==> config.mk <==
export PLATFORM = sky130hd
export DESIGN_NAME = watch_core
export DESIGN_NICKNAME = d
export VERILOG_FILES = /design/src/rtl/watch_pkg.sv /design/src/rtl/watch_core_time_field.sv /design/src/rtl/watch_core.sv
export SDC_FILE = /design/constraint.sdc
export NUM_CORES = 1
export LEC_CHECK = 0
export CAP_MARGIN = 5
export CORE_ASPECT_RATIO = 2
export CORE_MARGIN = 4
export CORE_UTILIZATION = 57
export DETAILED_ROUTE_END_ITERATION = 8
export HOLD_SLACK_MARGIN = 0.1
export PLACE_DENSITY = 0.8
export SKIP_LAST_GASP = 1
export SYNTH_ARGS = -nofsm -noshare
export SYNTH_HDL_FRONTEND = slang
export SYNTH_SLANG_ARGS = --single-unit
export TNS_END_PERCENT = 50
==> constraint.sdc <==
create_clock -name clk -period 3.95 [get_ports clk]
set_clock_uncertainty 0.05 [all_clocks]
set_input_delay 0.79 -clock clk [delete_from_list [all_inputs] [get_ports clk]]
set_output_delay 0.79 -clock clk [all_outputs]
set_load 0.005 [all_outputs]
==> src/rtl/watch_pkg.sv <==
// Shared constants and encodings for the watch time-keeping core.
// Field width, second/minute moduli, direction and display-select codes.
package watch_pkg;

    localparam int FIELD_W = 7;
    localparam int SEC_MOD = 60;
    localparam int MIN_MOD = 60;

    typedef enum logic {
        DIR_UP   = 1'b0,
        DIR_DOWN = 1'b1
    } dir_e;

    typedef enum logic {
        DISP_SEC_SUB  = 1'b0,
        DISP_HOUR_MIN = 1'b1
    } disp_e;

endpackage

==> src/rtl/watch_core_time_field.sv <==
// One modulo-MOD time field: up/down count, clear, saturating preset.
// Ports: clk, reset, en, dir, clr, ld, ld_val -> q, carry_out, is_zero.
module time_field
    import watch_pkg::*;
#(
    parameter int MOD = 60
) (
    input  logic               clk,
    input  logic               reset,
    input  logic               en,
    input  logic               dir,
    input  logic               clr,
    input  logic               ld,
    input  logic [FIELD_W-1:0] ld_val,
    output logic [FIELD_W-1:0] q,
    output logic               carry_out,
    output logic               is_zero
);

    localparam logic [FIELD_W-1:0] TOP = FIELD_W'(MOD - 1);

    assign is_zero = (q == '0);

    // Carry on up-wrap at TOP, borrow on down-wrap at zero.
    assign carry_out = en & (dir ? is_zero : (q == TOP));

    always_ff @(posedge clk) begin
        if (reset) begin
            q <= '0;
        end else if (clr) begin
            q <= '0;
        end else if (ld) begin
            q <= (ld_val > TOP) ? TOP : ld_val;
        end else if (en) begin
            if (dir) begin
                q <= is_zero ? TOP : q - 1'b1;
            end else begin
                q <= (q == TOP) ? '0 : q + 1'b1;
            end
        end
    end

endmodule

==> src/rtl/watch_core.sv <==
// Up/down time-keeping core: prescaler, sub/sec/min/hour chain, display mux.
// Ports: clk, reset, run, dir, clear, load, load_* in; digit_h/l, dot, running, done out.
module watch_core
    import watch_pkg::*;
#(
    parameter int CLK_HZ   = 100_000_000,
    parameter int TICK_HZ  = 100,
    parameter int HOUR_MAX = 24
) (
    input  logic               clk,
    input  logic               reset,
    input  logic               run,
    input  logic               dir,
    input  logic               clear,
    input  logic               load,
    input  logic [FIELD_W-1:0] load_hour,
    input  logic [FIELD_W-1:0] load_min,
    input  logic [FIELD_W-1:0] load_sec,
    input  logic               disp_sel,
    output logic [FIELD_W-1:0] digit_h,
    output logic [FIELD_W-1:0] digit_l,
    output logic               dot,
    output logic               running,
    output logic               done
);

    localparam int PRESC = CLK_HZ / TICK_HZ;
    localparam int PW    = (PRESC > 1) ? $clog2(PRESC) : 1;
    localparam logic [PW-1:0] P_TOP = PW'(PRESC - 1);

    logic [PW-1:0]      presc;
    logic               expired;
    logic               dir_q;
    logic               tick;
    logic               tick_eff;
    logic               ld_eff;
    logic               all_zero;
    logic               expire_now;
    logic               sub_en;
    logic [FIELD_W-1:0] sub_q, sec_q, min_q, hour_q;
    logic               c_sub, c_sec, c_min;
    logic               hour_carry_unused;
    logic               z_sub, z_sec, z_min, z_hour;

    assign running  = run & ~expired;
    assign tick     = running & (presc == P_TOP);
    assign ld_eff   = load & ~run;
    // clear/load win over a coincident tick; the tick is dropped.
    assign tick_eff = tick & ~clear & ~ld_eff;
    assign all_zero = z_sub & z_sec & z_min & z_hour;
    // A down tick that finds 00:00:00.00 expires instead of counting.
    assign expire_now = tick_eff & dir_q & all_zero;
    assign sub_en     = tick_eff & ~expire_now;

    time_field #(.MOD(TICK_HZ)) u_sub (
        .clk(clk), .reset(reset), .en(sub_en), .dir(dir_q),
        .clr(clear), .ld(ld_eff), .ld_val('0),
        .q(sub_q), .carry_out(c_sub), .is_zero(z_sub)
    );

    time_field #(.MOD(SEC_MOD)) u_sec (
        .clk(clk), .reset(reset), .en(c_sub), .dir(dir_q),
        .clr(clear), .ld(ld_eff), .ld_val(load_sec),
        .q(sec_q), .carry_out(c_sec), .is_zero(z_sec)
    );

    time_field #(.MOD(MIN_MOD)) u_min (
        .clk(clk), .reset(reset), .en(c_sec), .dir(dir_q),
        .clr(clear), .ld(ld_eff), .ld_val(load_min),
        .q(min_q), .carry_out(c_min), .is_zero(z_min)
    );

    time_field #(.MOD(HOUR_MAX)) u_hour (
        .clk(clk), .reset(reset), .en(c_min), .dir(dir_q),
        .clr(clear), .ld(ld_eff), .ld_val(load_hour),
        .q(hour_q), .carry_out(hour_carry_unused), .is_zero(z_hour)
    );

    always_ff @(posedge clk) begin
        if (reset) begin
            presc   <= '0;
            expired <= 1'b0;
            dir_q   <= DIR_UP;
            dot     <= 1'b0;
            done    <= 1'b0;
        end else begin
            done <= expire_now;
            if (!run) begin
                dir_q <= dir;
            end
            if (clear) begin
                presc   <= '0;
                expired <= 1'b0;
                dot     <= 1'b0;
            end else if (ld_eff) begin
                presc   <= '0;
                expired <= 1'b0;
            end else begin
                // Prescaler phase is held, not reset, while stopped.
                if (running) begin
                    presc <= tick ? '0 : presc + 1'b1;
                end
                if (expire_now) begin
                    expired <= 1'b1;
                end
                if (c_sub) begin
                    dot <= ~dot;
                end
            end
        end
    end

    assign digit_h = (disp_sel == DISP_HOUR_MIN) ? hour_q : sec_q;
    assign digit_l = (disp_sel == DISP_HOUR_MIN) ? min_q  : sub_q;

endmodule

==> flow_summary.toml <==
[worst_hold_path]
hold_path_depth = 2
hp-class = "reg -> reg"
min_to = "presc[1]"
worstHoldStart = "presc[1]"

[detailed_routing]
totalWireLength_mm = 11.8
drc_errors = 0
vias = 4313
first_pass_iters = 5
drt-vias-per-instance = 6.80
drt_iter0_drc = 226
post_drt_wl_per_cell_um = 18.6
ant_nets = 0

[floorplanning]
core_area_um2 = 6990
dieArea_um2 = 8760
initial_core_util = 0.591
std_cell_rows = 43
die_h_um = 128
io_pins = 45
dieWidth_um = 68.2

[worst_setup_path]
reg2reg_depth = 8
cp.arrival_ns = 2.56
crit_top_cell = "clkdlybuf4s50_1"
slowest_delay_ns = 0.90
crit_type = "in -> out"
reg2reg_from = "u_sub.q[0]"
slowest_stage = "clkdlybuf4s50_1"
startpoint_type = "input port"
critPathRequiredTime_ns = 3.11
r2r_slack_ns = 0.94
cp-end-kind = "output port"
path_max_fanout = 19
path_cells = "clkdlybuf4s50_1 -> mux2_2 -> clkdlybuf4s50_1"
r2r-end = "u_min.q[0]"
startpoint = "disp_sel"

[cells_and_area]
antennaDiodeCount = 0
drive_gt1_frac = 0.0772
final_util = 0.677
nNetsFinal = 583
area_delta_synth_final_pct = 14.6
nFillCells = 593

[timing]
tns_ns = 0
fin_crit_sh = 0.861
rsz0062_at_grt = "no"
min_period_ns = 3.40
fmax_ghz = 0.294
hold_viol = 0
max-slew-margin-rel = 0.546
maxSlewViolCount = 0
tightestPinTransition_ns = 0.678
fin_ws_ns = 0.548
setup_viol = 0
hold-worst-slack_ns = 0.428

[clock_network]
cts.root.buffer_cell = "clkbuf_16"
cts_tree = "yes"
insertion_delay_ns = 0.30
htreeDepth = 2
cts_hold_buf = 0
cts_made_buffers = 5
postCtsSetupBuffers = 0
clk_pin_slew_ns = 0.07
clock-sinks = 52
clock_path_buffers = 2
ctsResizeCount = 0

[yosys]
syn_nets = 567
synth_area_leader_cell = "dfxtp_1"
ys_ff_latch = 52
yosys_warnings = 0
avgSynthCellArea_um2 = 7.84
synth_edf_count = 0
synth_area_um2 = 4130
synthDistinctLibCells = 75
synthTopCellsByCount = "52 x dfxtp_1, 43 x nand2_1, 41 x nor2_1"
async_reset_ff_frac = 0
synth_area_leaders = "dfxtp_1 25%, mux2i_1 4.4%, nand2_1 3.9%"
synthDominantCellAreaShare = 0.252
ys.flop_type = "dfxtp_1"
synth_most_common_cell = "dfxtp_1"
synthCells = 527
yosysSeqAreaShare = 0.252

[global_routing]
grt_max_degree = 55
grt_use_met2 = 0.512
grt_use_total = 0.285
overflow = 0
grt_pass1_vias = 4337
antenna_found_initial = 0
busiest_layer = "met2"
grtUsageMet1 = 0.311
grtUsageMet3 = 0.0297
grt_pass1_wl_mm = 19.8

[pwr]
ir_worst_vdd_mv = 0.200
power_density_nw_per_um2 = 265
p_leak_nw = 1.64

[placed_design]
port_buffers = 44
globalplace.congestion = 0.948
place.detailed.hpwl_mm = 8.82
dp_slack_ns = 0.552

[flow_run]
maxCapViolCount = 0

[outcome]
status = "finished clean"
-- how the worst max path moves through the flow --
stage                   to  slack (ns)  cells past startpoint
6_report        digit_h[4]        0.55                      3
5_1_grt         digit_l[3]        0.45                      3
4_1_cts         digit_l[3]        0.55                      3
3_5_place_dp    digit_l[3]        0.55                      3
3_3_place_gp    digit_l[6]        0.59                      3
2_1_floorplan  u_hour.q[0]        1.53                      7
-- per-stage QoR --
| step | power, mW | cells | instance area, um2 |
|---|---|---|---|
| global placement | 0.742 | 626 | 4560 |
| floorplan | 0.677 | 527 | 4130 |
| finish | 1.25 | 634 | 4740 |
| detailed placement | 0.746 | 626 | 4560 |
| CTS | 1.25 | 634 | 4740 |
| global route | 1.30 | 634 | 4740 |
-- area by class of cell --
class                   instances  area, um2  share of cell area
clock buffers                   5        125              0.0264
multi-input cells             415       2850               0.602
inverters                      18       67.6              0.0143
clock inverters                 3       46.3             0.00978
flip-flops and latches         52       1040               0.220
repair buffers                 51        493               0.104
well taps                      90        113              0.0238
-- layout by cell type (no fill, tap or decap), types with 12 or more instances in the layout --
cell type / count
xnor2_1: 18
and3_1: 12
ha_1: 12
a21oi_1: 21
nor3_1: 22
mux2i_1: 18
inv_1: 17
nor2_1: 40
o21ai_0: 22
nand2_1: 43
clkdlybuf4s50_1: 44
nand3_1: 20
o31ai_1: 12
dfxtp_1: 52
-- critical path: cells and delay by family --
kind                   cells  cell delay (ns)
multiplexers               1             0.41
buffers and inverters      2             1.35
-- layer usage --
metal / up-vias / part of all wire
met5: - / 0
met4: 0 / 0.042
met3: 46 / 0.065
met2: 222 / 0.53
met1: 2039 / 0.36
li1: 2006 / -
-- sequential cells by signal, summed over array words and instances (netlist names) --
| signal | flops |
|---|---|
| dir_q | 1 |
| done | 1 |
| dot | 1 |
| expired | 1 |
| presc | 20 |
| u_hour.q | 7 |
| u_min.q | 7 |
| u_sec.q | 7 |
| u_sub.q | 7 |
-- power breakdown --
group          leakage, nW  internal, mW  switching [mW]
combinational         1.14        0.0848           0.112
clock               0.0804         0.302           0.213
sequential           0.420         0.529          0.0124
-- kinds of logic after synthesis --
kind of cell             after synthesis  share of synthesized area
AO/OA/AOI/OAI                        122                      0.219
XOR/XNOR                              29                     0.0615
adder cells (fa/ha/maj)               12                     0.0363
buffers and inverters                 60                     0.0590
flip-flops                            52                      0.252
multiplexers                          28                     0.0708
AND/OR/NAND/NOR                      224                      0.302
Power figures use the tool's default switching activity.
